==> src/rtl/uart_checker_channel.sv <==
// Full-duplex UART checker channel: TX/RX FIFOs, runtime baud divider,
// parity and bit-order modes, glitch-rejecting receiver and sticky RX error flags.
module uart_checker_channel #(
    parameter int unsigned G_DATA_WIDTH        = 8,
    parameter int unsigned G_STOP_BIT_NUMBER   = 1,
    parameter int unsigned G_PARITY            = 0,
    parameter int unsigned G_FIRST_BIT         = 0,
    parameter logic        G_IDLE_LEVEL        = 1'b1,
    parameter int unsigned G_BUFFER_ADDR_WIDTH = 4
) (
    input  logic                           clk,
    input  logic                           rst,
    input  logic [15:0]                    i_baud_div,
    input  logic [G_DATA_WIDTH-1:0]        i_tx_data,
    input  logic                           i_tx_valid,
    output logic                           o_tx_ready,
    output logic                           o_tx,
    output logic                           o_tx_busy,
    output logic [G_BUFFER_ADDR_WIDTH:0]   o_tx_level,
    input  logic                           i_rx,
    output logic [G_DATA_WIDTH-1:0]        o_rx_data,
    output logic                           o_rx_valid,
    input  logic                           i_rx_ready,
    output logic [G_BUFFER_ADDR_WIDTH:0]   o_rx_level,
    output logic                           o_rx_parity_err,
    output logic                           o_rx_frame_err,
    output logic                           o_rx_overflow,
    input  logic                           i_clear_err
);
    localparam int unsigned DW    = G_DATA_WIDTH;
    localparam int unsigned AW    = G_BUFFER_ADDR_WIDTH;
    localparam int unsigned LW    = AW + 1;
    localparam int unsigned DEPTH = 1 << AW;
    localparam int unsigned BW    = 4;
    localparam int unsigned SW    = 2;
    localparam logic IDLE_LVL  = G_IDLE_LEVEL;
    localparam logic START_LVL = ~G_IDLE_LEVEL;
    localparam logic ODD       = (G_PARITY == 2);
    localparam logic HAS_PAR   = (G_PARITY != 0);
    localparam logic MSB_FIRST = (G_FIRST_BIT != 0);

    typedef enum logic [2:0] {S_IDLE, S_START, S_DATA, S_PARITY, S_STOP} state_t;

    logic [15:0] div_clamp_c;
    assign div_clamp_c = (i_baud_div < 16'd2) ? 16'd2 : i_baud_div;

    // ---------------- TX path ----------------
    logic [DW-1:0] tx_mem [DEPTH];
    logic [AW-1:0] tx_wr_ptr, tx_rd_ptr;
    logic [LW-1:0] tx_level;
    state_t        tx_state, tx_state_d;
    logic [15:0]   tx_cnt, tx_cnt_d, tx_div, tx_div_d;
    logic [BW-1:0] tx_bit, tx_bit_d;
    logic [SW-1:0] tx_stop, tx_stop_d;
    logic [DW-1:0] tx_sh, tx_sh_d, tx_head_c;
    logic          tx_par, tx_par_d;
    logic          tx_line_c, tx_load_c, tx_end_c, tx_wr_c, tx_nempty_c;

    assign tx_head_c   = tx_mem[tx_rd_ptr];
    assign tx_nempty_c = (tx_level != '0);
    assign o_tx_ready  = (tx_level != LW'(DEPTH));
    assign tx_wr_c     = i_tx_valid && o_tx_ready;
    assign o_tx_level  = tx_level;
    assign o_tx_busy   = (tx_state != S_IDLE) || tx_nempty_c;

    // TX next-state: the line value is registered into o_tx one cycle later
    always_comb begin
        tx_state_d = tx_state;
        tx_cnt_d   = tx_cnt + 16'd1;
        tx_div_d   = tx_div;
        tx_bit_d   = tx_bit;
        tx_stop_d  = tx_stop;
        tx_sh_d    = tx_sh;
        tx_par_d   = tx_par;
        tx_line_c  = IDLE_LVL;
        tx_load_c  = 1'b0;
        tx_end_c   = (tx_cnt == tx_div - 16'd1);
        unique case (tx_state)
            S_IDLE: begin
                tx_cnt_d  = '0;
                tx_load_c = tx_nempty_c;
            end
            S_START: begin
                tx_line_c = START_LVL;
                if (tx_end_c) begin
                    tx_state_d = S_DATA;
                    tx_cnt_d   = '0;
                end
            end
            S_DATA: begin
                tx_line_c = MSB_FIRST ? tx_sh[DW-1] : tx_sh[0];
                if (tx_end_c) begin
                    tx_cnt_d = '0;
                    tx_sh_d  = MSB_FIRST ? {tx_sh[DW-2:0], 1'b0} : {1'b0, tx_sh[DW-1:1]};
                    tx_bit_d = tx_bit + BW'(1);
                    if (tx_bit == BW'(DW - 1))
                        tx_state_d = HAS_PAR ? S_PARITY : S_STOP;
                end
            end
            S_PARITY: begin
                tx_line_c = tx_par;
                if (tx_end_c) begin
                    tx_cnt_d   = '0;
                    tx_state_d = S_STOP;
                end
            end
            S_STOP: begin
                if (tx_end_c) begin
                    tx_cnt_d = '0;
                    if (tx_stop == SW'(G_STOP_BIT_NUMBER - 1)) begin
                        tx_state_d = S_IDLE;
                        tx_load_c  = tx_nempty_c;
                    end else begin
                        tx_stop_d = tx_stop + SW'(1);
                    end
                end
            end
            default: tx_state_d = S_IDLE;
        endcase
        // Loading from STOP as well as IDLE gives gap-free back-to-back frames
        if (tx_load_c) begin
            tx_state_d = S_START;
            tx_cnt_d   = '0;
            tx_div_d   = div_clamp_c;
            tx_bit_d   = '0;
            tx_stop_d  = '0;
            tx_sh_d    = tx_head_c;
            tx_par_d   = (^tx_head_c) ^ ODD;
        end
    end

    always_ff @(posedge clk) begin
        if (tx_wr_c)
            tx_mem[tx_wr_ptr] <= i_tx_data;
    end

    always_ff @(posedge clk) begin
        if (rst) begin
            tx_state  <= S_IDLE;
            tx_cnt    <= '0;
            tx_div    <= 16'd2;
            tx_bit    <= '0;
            tx_stop   <= '0;
            tx_sh     <= '0;
            tx_par    <= 1'b0;
            o_tx      <= IDLE_LVL;
            tx_wr_ptr <= '0;
            tx_rd_ptr <= '0;
            tx_level  <= '0;
        end else begin
            tx_state  <= tx_state_d;
            tx_cnt    <= tx_cnt_d;
            tx_div    <= tx_div_d;
            tx_bit    <= tx_bit_d;
            tx_stop   <= tx_stop_d;
            tx_sh     <= tx_sh_d;
            tx_par    <= tx_par_d;
            o_tx      <= tx_line_c;
            tx_wr_ptr <= tx_wr_ptr + AW'(tx_wr_c);
            tx_rd_ptr <= tx_rd_ptr + AW'(tx_load_c);
            tx_level  <= tx_level + LW'(tx_wr_c) - LW'(tx_load_c);
        end
    end

    // ---------------- RX path ----------------
    logic [DW-1:0] rx_mem [DEPTH];
    logic [AW-1:0] rx_wr_ptr, rx_rd_ptr;
    logic [LW-1:0] rx_level;
    logic          rx_meta, rx_sync;
    state_t        rx_state, rx_state_d;
    logic [15:0]   rx_cnt, rx_cnt_d, rx_div, rx_div_d;
    logic [BW-1:0] rx_bit, rx_bit_d;
    logic [DW-1:0] rx_sh, rx_sh_d;
    logic          rx_end_c, rx_half_c, rx_push_c, rx_pop_c, rx_acc_c, rx_full_c;
    logic          set_perr_c, set_ferr_c, set_ovf_c;

    assign o_rx_data  = rx_mem[rx_rd_ptr];
    assign o_rx_valid = (rx_level != '0);
    assign o_rx_level = rx_level;
    assign rx_full_c  = (rx_level == LW'(DEPTH));
    assign rx_pop_c   = o_rx_valid && i_rx_ready;
    assign rx_acc_c   = rx_push_c && (!rx_full_c || rx_pop_c);
    assign set_ovf_c  = rx_push_c && rx_full_c && !rx_pop_c;

    // RX next-state: start re-checked at half a bit, then sampled at bit centres
    always_comb begin
        rx_state_d = rx_state;
        rx_cnt_d   = rx_cnt + 16'd1;
        rx_div_d   = rx_div;
        rx_bit_d   = rx_bit;
        rx_sh_d    = rx_sh;
        rx_push_c  = 1'b0;
        set_perr_c = 1'b0;
        set_ferr_c = 1'b0;
        rx_end_c   = (rx_cnt == rx_div - 16'd1);
        rx_half_c  = (rx_cnt == (rx_div >> 1) - 16'd1);
        unique case (rx_state)
            S_IDLE: begin
                rx_cnt_d = '0;
                if (rx_sync == START_LVL) begin
                    rx_state_d = S_START;
                    rx_div_d   = div_clamp_c;
                end
            end
            S_START: begin
                if (rx_half_c) begin
                    rx_cnt_d   = '0;
                    rx_bit_d   = '0;
                    rx_state_d = (rx_sync == START_LVL) ? S_DATA : S_IDLE;
                end
            end
            S_DATA: begin
                if (rx_end_c) begin
                    rx_cnt_d = '0;
                    rx_sh_d  = MSB_FIRST ? {rx_sh[DW-2:0], rx_sync} : {rx_sync, rx_sh[DW-1:1]};
                    rx_bit_d = rx_bit + BW'(1);
                    if (rx_bit == BW'(DW - 1))
                        rx_state_d = HAS_PAR ? S_PARITY : S_STOP;
                end
            end
            S_PARITY: begin
                if (rx_end_c) begin
                    rx_cnt_d   = '0;
                    set_perr_c = (rx_sync != ((^rx_sh) ^ ODD));
                    rx_state_d = S_STOP;
                end
            end
            S_STOP: begin
                if (rx_end_c) begin
                    rx_state_d = S_IDLE;
                    rx_push_c  = (rx_sync == IDLE_LVL);
                    set_ferr_c = (rx_sync != IDLE_LVL);
                end
            end
            default: rx_state_d = S_IDLE;
        endcase
    end

    always_ff @(posedge clk) begin
        if (rx_acc_c)
            rx_mem[rx_wr_ptr] <= rx_sh;
    end

    always_ff @(posedge clk) begin
        if (rst) begin
            rx_meta         <= IDLE_LVL;
            rx_sync         <= IDLE_LVL;
            rx_state        <= S_IDLE;
            rx_cnt          <= '0;
            rx_div          <= 16'd2;
            rx_bit          <= '0;
            rx_sh           <= '0;
            rx_wr_ptr       <= '0;
            rx_rd_ptr       <= '0;
            rx_level        <= '0;
            o_rx_parity_err <= 1'b0;
            o_rx_frame_err  <= 1'b0;
            o_rx_overflow   <= 1'b0;
        end else begin
            rx_meta         <= i_rx;
            rx_sync         <= rx_meta;
            rx_state        <= rx_state_d;
            rx_cnt          <= rx_cnt_d;
            rx_div          <= rx_div_d;
            rx_bit          <= rx_bit_d;
            rx_sh           <= rx_sh_d;
            rx_wr_ptr       <= rx_wr_ptr + AW'(rx_acc_c);
            rx_rd_ptr       <= rx_rd_ptr + AW'(rx_pop_c);
            rx_level        <= rx_level + LW'(rx_acc_c) - LW'(rx_pop_c);
            o_rx_parity_err <= set_perr_c || (o_rx_parity_err && !i_clear_err);
            o_rx_frame_err  <= set_ferr_c || (o_rx_frame_err && !i_clear_err);
            o_rx_overflow   <= set_ovf_c || (o_rx_overflow && !i_clear_err);
        end
    end
endmodule

==> config.mk <==
export PLATFORM = sky130hd
export DESIGN_NAME = uart_checker_channel
export DESIGN_NICKNAME = d
export VERILOG_FILES = /design/src/rtl/uart_checker_channel.sv
export SDC_FILE = /design/constraint.sdc
export NUM_CORES = 1
export LEC_CHECK = 0
export BUFFER_PORTS_ARGS = -buffer_cell sky130_fd_sc_hd__clkbuf_2
export CORE_MARGIN = 4
export CORE_UTILIZATION = 35
export DETAILED_ROUTE_END_ITERATION = 8
export GPL_TIMING_DRIVEN = 0
export PLACE_DENSITY_LB_ADDON = 0.1
export SYNTH_ARGS = -nofsm -noshare
export SYNTH_HDL_FRONTEND = slang
export SYNTH_SLANG_ARGS = --single-unit
==> constraint.sdc <==
create_clock -name clk -period 5.5 [get_ports clk]
set_clock_uncertainty 0.2 [all_clocks]
set_input_delay 0.55 -clock clk [delete_from_list [all_inputs] [get_ports clk]]
set_output_delay 0.55 -clock clk [all_outputs]
set_load 0.02 [all_outputs]
# --- Yosys cells after proc, flatten, opt, wreduce, memory -nomap -nowiden ---
# Memories as Yosys holds them, arrays and structs flattened. A register that Yosys moved wholly into a read port is not among the register bits.
# Index checks and enable logic that the tools add are counted.
totals:
  ram_bits: 256
  mem_count: 2
  elab_cells: 165
  reg_bits: 129
op_classes:
  addsub: 16
  bitwise_logic: 3
  mux: 44
  magnitude_cmp: 1
  n_reduce_logical: 39
  eq_ne: 35
mem_list:
  columns: ["name", "depth", "word_bits", "read_ports", "rd_clocked_by_memory_dff", "write_ports", "line_no", "text"]
  rows:
  - ["rx_mem", 16, 8, 1, 1, 1, "166", "logic [DW-1:0] rx_mem [DEPTH];"]
  - ["tx_mem", 16, 8, 1, 1, 1, "48", "logic [DW-1:0] tx_mem [DEPTH];"]
ops:
  columns: ["cell", "n"]
  rows:
  - ["$mux W16", 4]
  - ["$eq A16 B16 Y1", 3]
  - ["$pmux W16 S3", 1]
  - ["$mux W3", 12]
  - ["$add A16 B1 Y16 const B", 2]
  - ["$pmux W16 S2", 1]
  - ["$sub A16 B1 Y16 const B", 2]
  - ["$pmux W3 S5", 2]
  - ["$ne A2 B2 Y1 const B", 13]
  - ["$mux W8", 3]
  - ["$ne A3 B3 Y1 const B", 6]
  - ["$add A4 B1 Y4", 4]
  - ["$lt A16 B2 Y1 const B", 1]
  - ["$mux W4", 4]
  - ["$reduce_xor A8 Y1", 2]
  - ["$sub A15 B1 Y16 const B", 1]
  - ["$reduce_and A7 Y1", 2]
  - ["$mux W1", 13]
  - ["$eq A3 B2 Y1 const B", 4]
  - ["$add A5 B1 Y5", 2]
  - ["$reduce_bool A5 Y1", 2]
  - ["$sub A5 B1 Y5", 2]
  - ["$add A4 B1 Y4 const B", 2]
  - ["$eq A4 B3 Y1 const B", 2]
  - ["other kinds (23)", 48]

# --- Logic depth before layout (Yosys ltp) ---
# Gate-level depths: netlist of the first run.
logic_depth:
  depth_word: 7
  mapped_depth: 20
  ltp_nobuf: 17

# --- Worst setup path after synthesis of the first run ---
# No wires, ideal clock.
synth_path:
  kind: "flip-flop to flip-flop"
  startpoint: "register rx_div[1]"
  endpoint: "register rx_level[4] (netlist: o_rx_level[4])"
  t_required_ns: 5.230
  arrival_ns: 4.226
  period_less_slack_ns: 4.496
  setup_ns: 0.070
  n_path_buf: 3
  slack_ns: 1.004
  stages_incl_launch_ff: 21
  path_cell_list: "dfxtp_1 > inv_1 > ha_1 > clkbuf_1 > nand3b_1 > a221o_1 > or3_1 > nor2_1 > and4bb_1 > nand4_1 > or3_1 > clkbuf_1 > buf_2 > ha_1 > inv_1 > ha_1 > fa_1 > a21oi_1 > nor2_1 > or3_1 > a21oi_1"
synth_between:
  elab_chain_len: 7
synth_rtl:
  columns: ["element", "line_no", "text"]
  rows:
  - ["from (decl)", "171", "logic [15:0] rx_cnt, rx_cnt_d, rx_div, rx_div_d;"]
  - ["from (signal assigned)", "264", "rx_div <= rx_div_d;"]
  - ["$sub A16 B1 Y16", "195", "rx_end_c = (rx_cnt == rx_div - 16'd1);"]
  - ["$eq A16 B16 Y1", "195", null]
  - ["$mux W1", "229", "if (rx_end_c) begin"]
  - ["$mux W1", "197", "unique case (rx_state)"]
  - ["$logic_and A1 B1 Y1", "182", "assign rx_acc_c = rx_push_c && (!rx_full_c || rx_pop_c);"]
  - ["$add A5 B1 Y5", "269", "rx_level <= rx_level + LW'(rx_acc_c) - LW'(rx_pop_c);"]
  - ["$sub A5 B1 Y5", "269", null]
  - ["to (signal assigned)", "269", null]
  - ["to (decl)", "168", "logic [LW-1:0] rx_level;"]
# No other way between the ends.
# A chain may end at the register's enable or synchronous reset.

# --- Worst setup path in the final report of the first run ---
layout_path:
  startpoint: "register rx_div[2]"
  endpoint: "register rx_level[4] (netlist: o_rx_level[4])"
# The elaborated chain is that of the path after synthesis.

==> results of run 1 <==
[layer usage]
layer,up-vias,wire [um],global-route usage [%]
met4,0,860,4.34
met2,149,19100,25.1
li1,5094,-,-
met5,-,0,0
met1,5206,19500,21.7
met3,63,1310,2.37
[layout make-up]
cell class              count  share of cell area [%]
plain buffers              71                    1.50
clock buffers              60                    6.02
clock inverters            18                    1.00
inverters                  33                   0.631
multi-input cells         812                    32.8
flip-flops and latches    385                    52.3
well taps                 615                    3.92
repair buffers             64                    1.79
[how the worst max path moves through the flow]
stage / to / slack, ps / cells past startpoint
floorplan: o_rx_level[4]$_SDFF_PP0_ / 1000 / 20
global placement: rx_mem[0][3]$_DFFE_PP_ / -200 / 9
detailed placement: o_rx_level[4]$_SDFF_PP0_ / 100 / 17
CTS: o_rx_level[4]$_SDFF_PP0_ / 70 / 17
global route: o_rx_level[4]$_SDFF_PP0_ / 80 / 16
finish: o_rx_level[4]$_SDFF_PP0_ / 380 / 19
[where the power goes]
group	switching, mW	internal (mW)
logic	1.10	0.903
clock network	1.18	1.65
registers	0.139	3.22
[cell usage after synthesis (4+ instances only)]
cell type / instances / area [um2]
nand3_1: 33 / 165
xor2_1: 43 / 377
nand2_1: 96 / 360
or3_1: 13 / 81.3
buf_4: 4 / 30.0
and3_1: 18 / 113
ha_1: 27 / 338
and2_1: 9 / 56.3
inv_1: 33 / 124
nor2b_1: 19 / 119
a21oi_1: 48 / 240
buf_2: 8 / 40.0
nor2_1: 123 / 462
nor3b_1: 6 / 45.0
clkbuf_1: 46 / 173
a22oi_1: 17 / 128
a21o_1: 4 / 30.0
nand4_1: 16 / 100
nor3_1: 29 / 145
a31oi_1: 8 / 50.1
a211o_1: 7 / 61.3
nor4_1: 25 / 156
dfxtp_1: 129 / 2580
buf_1: 13 / 48.8
nand3b_1: 9 / 67.6
xnor2_1: 65 / 569
edfxtp_1: 256 / 7690
o21ai_0: 26 / 130
nand2b_1: 13 / 81.3
a211oi_1: 8 / 60.1
mux4_2: 72 / 1620
a311oi_1: 8 / 70.1
mux2i_1: 21 / 210
[metrics by stage]
stage                     utilization (%)  std cells
after CTS                            40.9       2056
after detailed placement             38.0       1977
final                                41.0       2058
after global placement               37.7       1970
after global routing                 41.0       2058
after floorplan                         -       1302
[placed cells by master, fill, tap and decap left out, types with 9 or more instances in the layout]
master and instances:
nor4_1 18, inv_1 33, buf_1 13, xnor2_1 65
nand2b_1 13, and3_1 18, clkinv_2 9, ha_1 26
dfxtp_1 129, clkbuf_16 44, mux2i_1 21, xor2_1 43
nand2_1 96, edfxtp_1 256, nand3_1 33, mux4_2 72
o21ai_0 26, clkbuf_2 55, or3_1 13, nor2b_1 19
buf_4 12, a21oi_1 48, nor2_1 123, nand4_1 16
clkbuf_1 58, a22oi_1 17, and2_1 9, nand3b_1 9
nor3_1 22
[repair_timing]
item	CTS	global route
setup endpoints to repair	0	1
buffers inserted	0	0
hold buffers	1	0
resized for setup	0	7
hold endpoints to repair	1	0
[logic make-up after synthesis]
kind of cell             count (synthesis)  synth area share (%)
buffers and inverters                  105                  2.47
AND/OR/NAND/NOR                        434                  12.9
adder cells (fa/ha/maj)                 29                  2.22
AO/OA/AOI/OAI                          148                  5.69
XOR/XNOR                               108                  5.56
flip-flops                             385                  60.4
multiplexers                            93                  10.8
[sequential cells by signal, indices dropped and copies added, names as in the netlist, 4 cells and up]
signal      flops
o_rx_level      5
tx_mem        128
rx_div         16
tx_cnt         16
rx_rd_ptr       4
tx_wr_ptr       4
rx_wr_ptr       4
rx_mem        128
tx_sh           8
rx_sh           8
tx_div         16
o_tx_level      5
tx_bit          4
rx_bit          4
tx_rd_ptr       4
rx_cnt         16
[critical path: stages, from the launching register on]
cell and delay (ps):
dfxtp_1 440, inv_1 110, ha_1 160, clkbuf_2 240
nand3b_1 140, a221o_1 340, or3_1 410, nor2_1 90
and4bb_1 260, nand4_1 100, or3_1 600, buf_2 300
ha_1 290, inv_1 40, ha_1 200, fa_1 420
a21oi_1 160, nor2_1 70, or3_1 340, a21oi_1 130
==> flow_summary.json, run 1 <==
{
  "status": "completed",
  "grt_max_degree": 20,
  "regArea_mm2": 0.0103,
  "ioPinCount": 55,
  "ys.flop_type": "edfxtp_1",
  "final_max_slew_viol_count": 0,
  "dpl_cell_area_mm2": 0.0182,
  "cts_tree": "built",
  "hold_viol": 0,
  "pre_cts_ws_ps": 100,
  "fp-row-count": 80,
  "postSynthCellCount": 1302,
  "total_power_mw": 8.20,
  "syn_area_per_cell_um2": 13.1,
  "r2r-end": "o_rx_level[4]$_SDFF_PP0_",
  "grt_overflow": 0,
  "whs_ps": 60.4,
  "synth_nets": 1361,
  "coreArea_mm2": 0.0478,
  "clk_latency_ps": 580,
  "fin_area_mm2": 0.0196,
  "grt_first_pass_wirelength_um": 62900,
  "first_global_vias": 10500,
  "reg2reg_depth": 19,
  "cts.reportedPaths.clkPinSlew_ps": 60,
  "htreeDepth": 2,
  "rsz0062_at_grt": "false",
  "rrSetupSlack_ps": 380,
  "multi_input_area_mm2": 0.00643,
  "routedWlPerCell_um": 19.8,
  "drive_gt1_share_pct": 16.8,
  "drt_iter0_markers": 558,
  "synth_cell_types": 66,
  "power_density_mw_per_mm2": 418,
  "critPathMaxFanout": 10,
  "maxSlewHeadroom_pct": 14.3,
  "routed_wl_um": 40700,
  "cts_sinks": 385,
  "die_h_um": 228,
  "drc": 0,
  "leakagePower_nw": 6.61,
  "vias": 10500,
  "die_width_um": 228,
  "syn_area_mm2": 0.0170,
  "clockBufferDepth": 3,
  "dp_hpwl_um": 27800,
  "fillers": 4500,
  "holdPathEnd": "o_rx_parity_err$_SDFF_PP0_",
  "die-area_mm2": 0.0522,
  "root_buffer": "clkbuf_16",
  "crit_required_ps": 5780,
  "antenna_cells": 0,
  "numCtsBuffers": 44,
  "areaGrowthSynthToFinish_pct": 15.3,
  "arrival_ps": 5400,
  "cap_viol_max_count": 0,
  "timing.rr.start": "rx_div[2]$_SDFFE_PP0P_",
  "max_freq_mhz": 195,
  "path_class": "reg -> reg",
  "setup_tns_ps": 0,
  "ys_ff_latch": 385,
  "fin_ws_ps": 379,
  "period_needed_ps": 5120,
  "async_flop_share_pct": 0,
  "yosys_warnings": 0,
  "hold_class": "in -> reg",
  "finalSetupViolCount": 0,
  "end_kind": "flop",
  "ant_nets": 0,
  "fin_crit_sh_pct": 93.1,
  "min-delay-start": "i_clear_err",
  "first_pass_iters": 4,
  "tightest_slew_ps": 1280,
  "gp_congestion": 0.804,
  "nets": 1470,
  "critPathLaunchType": "flop",
  "initial_utilization_pct": 35.6,
  "viasPerCell": 5.11,
  "grt_usage_pct": 15.5,
  "portBuffers": 53,
  "holdPathStages": 3,
  "ys_seq_area_share_pct": 60.4,
  "cp-startpoint": "rx_div[2]$_SDFFE_PP0P_",
  "irDropWorstVdd_uv": 250,
  "synth_edf_count": 256,
  "antenna_found_initial": 0
}
Note: power is estimated with default switching activity, not from simulation.
==> run 2, diff against run 1 <==
--- a/config.mk
+++ b/config.mk
@@ -7,10 +7,10 @@
 export LEC_CHECK = 0
 export BUFFER_PORTS_ARGS = -buffer_cell sky130_fd_sc_hd__clkbuf_2
 export CORE_MARGIN = 4
-export CORE_UTILIZATION = 35
+export CORE_UTILIZATION = 45
 export DETAILED_ROUTE_END_ITERATION = 8
 export GPL_TIMING_DRIVEN = 0
-export PLACE_DENSITY_LB_ADDON = 0.1
+export PLACE_DENSITY = 0.58
 export SYNTH_ARGS = -nofsm -noshare
 export SYNTH_HDL_FRONTEND = slang
 export SYNTH_SLANG_ARGS = --single-unit
==> run 2 against run 1 <==
Core utilization increased by 11 points. Maximum frequency down 0.27%. First-iteration DRC count is 35% higher. Sequential share of layout area up 0.79 points. Count of clock-buffer cells in the layout up 1. Cell count decreased by 5.6%. Die area fell by 21%. Via count rose by 0.87%. Clock power fell by 6%. Sequential power about the same. Final area shrank 1.5%. Critical path type unchanged. Largest cell class unchanged.
==> flow_summary.json, run 2 (same netlist as run 1, synthesis figures left out) <==
{
  "drive_gt1_share_pct": 15.9,
  "timing.rr.start": "rx_div[8]$_SDFFE_PP0P_",
  "grt_overflow": 0,
  "switchingPower_mw": 2.35,
  "slowest_stage": "nor4_1",
  "critPathMaxFanout": 10,
  "place_inst": 1866,
  "final_max_slew_viol_count": 0,
  "gp_congestion": 0.795,
  "r2r-end": "o_rx_level[4]$_SDFF_PP0_",
  "die_h_um": 202,
  "die-area_mm2": 0.0410,
  "grt_max_degree": 20,
  "path_cells": "clkbuf_1, nor4_1, nand2_1, or3_1, a21o_1, and4bb_1, nand4_1, or3_1, clkbuf_1, buf_2, ha_1, inv_1, ha_1, fa_1, a21oi_1, nor2_1, or3_1, a21oi_1",
  "grt_first_pass_wirelength_um": 61300,
  "critPathLaunchType": "flop",
  "tightest_slew_ps": 1340,
  "final_common_cell": "edfxtp_1",
  "reg2reg_depth": 18,
  "grt_usage_pct": 19.2,
  "drc": 0,
  "clk_latency_ps": 570,
  "path_class": "reg -> reg",
  "max_freq_mhz": 195,
  "coreArea_mm2": 0.0370,
  "fillers": 3233,
  "period_needed_ps": 5130,
  "setup_tns_ps": 0,
  "clockBufferDepth": 3,
  "numCtsBuffers": 41,
  "antenna_found_initial": 4,
  "power_density_mw_per_mm2": 415,
  "finalSetupViolCount": 0,
  "p_sw_share_pct": 29.3,
  "routed_wl_um": 39300,
  "holdPathEnd": "rx_meta$_SDFF_PP1_",
  "portBuffers": 53,
  "cts_sinks": 385,
  "power.internal_mw": 5.67,
  "hold_class": "in -> reg",
  "crit_required_ps": 5790,
  "cp_slowest_stage_delay_ps": 700,
  "cap_viol_max_count": 0,
  "total_power_mw": 8.02,
  "drt_iter0_markers": 756,
  "seqPwrFrac_pct": 41.9,
  "p_comb_share_pct": 24.8,
  "end_kind": "flop",
  "routedWlPerCell_um": 20.3,
  "first_global_vias": 10600,
  "irDropWorstVdd_uv": 290,
  "fin_ws_ps": 366,
  "status": "completed",
  "min-delay-start": "i_rx",
  "dp_hpwl_um": 27600,
  "largest_registers": "rx_mem (128), tx_mem (128)",
  "final_cells": 1942,
  "arrival_ps": 5420,
  "cts_setup_buffers": 0,
  "initial_utilization_pct": 46.0,
  "hold_viol": 0,
  "fin_area_mm2": 0.0193,
  "vias": 10600,
  "ant_nets": 0,
  "rrSetupSlack_ps": 370,
  "cp_common_cell": "or3_1",
  "hold_buffers": 0,
  "pre_cts_ws_ps": 294,
  "die_width_um": 202,
  "nets": 1464,
  "dpl_cell_area_mm2": 0.0180,
  "fin_crit_sh_pct": 93.4,
  "holdPathStages": 2,
  "maxSlewHeadroom_pct": 10.2,
  "cts.reportedPaths.clkPinSlew_ps": 60,
  "first_pass_iters": 6,
  "areaGrowthSynthToFinish_pct": 13.6,
  "htreeDepth": 2,
  "final_cell_mix": "edfxtp_1 (256), dfxtp_1 (129), nor2_1 (123), nand2_1 (96), mux4_2 (72)",
  "root_buffer": "clkbuf_16",
  "cts_tree": "built",
  "leakagePower_nw": 6.53,
  "rsz0062_at_grt": "false",
  "ioPinCount": 55,
  "pwr-share-clk_pct": 33.3,
  "fp-row-count": 70,
  "viasPerCell": 5.46
}
run 2: cell count changes in the layout (fill, tap and decap cells not counted), sizes merged:
cell / previous run / this run
clkinv: 13 / 9
diode: 0 / 2
buf: 33 / 32
bufinv: 3 / 2
clkinvlp: 0 / 1
dlygate4sd3: 1 / 0
inv: 35 / 34
run 2: worst max-delay path, delay by kind of cell (launching register included):
kind | cells | cell delay [ps]
simple gates | 8 | 2360
fa+ha+maj | 3 | 900
buf+inv | 4 | 820
compound gates | 3 | 470
flops | 1 | 290
run 2: per-layer routing:
| metal | global-route usage [%] | vias up | wire [um] |
|---|---|---|---|
| met2 | 33.1 | 195 | 19600 |
| li1 | - | 5088 | - |
| met4 | 5.46 | 0 | 925 |
| met1 | 25.6 | 5269 | 17200 |
| met3 | 2.81 | 51 | 1600 |
| met5 | 0 | - | 0 |
run 2: cell type report:
| class | instances | area (um2) | area share, % |
|---|---|---|---|
| diodes | 2 | 5.00 | 0.0259 |
| plain buffers | 72 | 298 | 1.54 |
| clock buffers | 61 | 1150 | 5.96 |
| clock inverters | 13 | 145 | 0.751 |
| inverters | 33 | 124 | 0.641 |
| multi-input cells | 812 | 6390 | 33.0 |
| flip-flops and latches | 385 | 10300 | 53.1 |
| well taps | 504 | 631 | 3.26 |
| repair buffers | 60 | 318 | 1.64 |
run 2: through the flow:
step	hold WS, ps	util [%]
after floorplan	189	-
after global placement	196	48.5
after detailed placement	202	48.7
after CTS	1.88	52.2
after global routing	10.2	52.3
final	20.3	52.3
run 2: worst max-delay path by stage:
stage / startpoint / slack, ps / cells after the start / to
floorplan: rx_div[1]$_SDFFE_PP1P_ / 1000 / 20 / o_rx_level[4]$_SDFF_PP0_
global placement: rx_div[2]$_SDFFE_PP0P_ / 30 / 9 / rx_mem[0][2]$_DFFE_PP_
detailed placement: rx_div[1]$_SDFFE_PP1P_ / 290 / 20 / o_rx_level[4]$_SDFF_PP0_
CTS: rx_div[1]$_SDFFE_PP1P_ / 260 / 20 / o_rx_level[4]$_SDFF_PP0_
global route: rx_div[8]$_SDFFE_PP0P_ / 30 / 18 / o_rx_level[4]$_SDFF_PP0_
finish: rx_div[8]$_SDFFE_PP0P_ / 370 / 18 / o_rx_level[4]$_SDFF_PP0_
run 2: timing repair:
item	4_1_cts	5_1_grt
gates resized for setup	0	3
endpoints found under the hold margin	0	0
setup endpoints to repair	0	1
run 2: power groups by stage:
stage | Combinational (mW) | Clock, mW | Sequential (mW)
6_report | 1.99 | 2.67 | 3.36
5_1_grt | 2.20 | 2.87 | 3.38
4_1_cts | 2.03 | 2.74 | 3.36
3_5_place_dp | 2.02 | 0 | 3.42
3_3_place_gp | 2.00 | 0 | 3.42
2_1_floorplan | 1.48 | 0 | 3.41
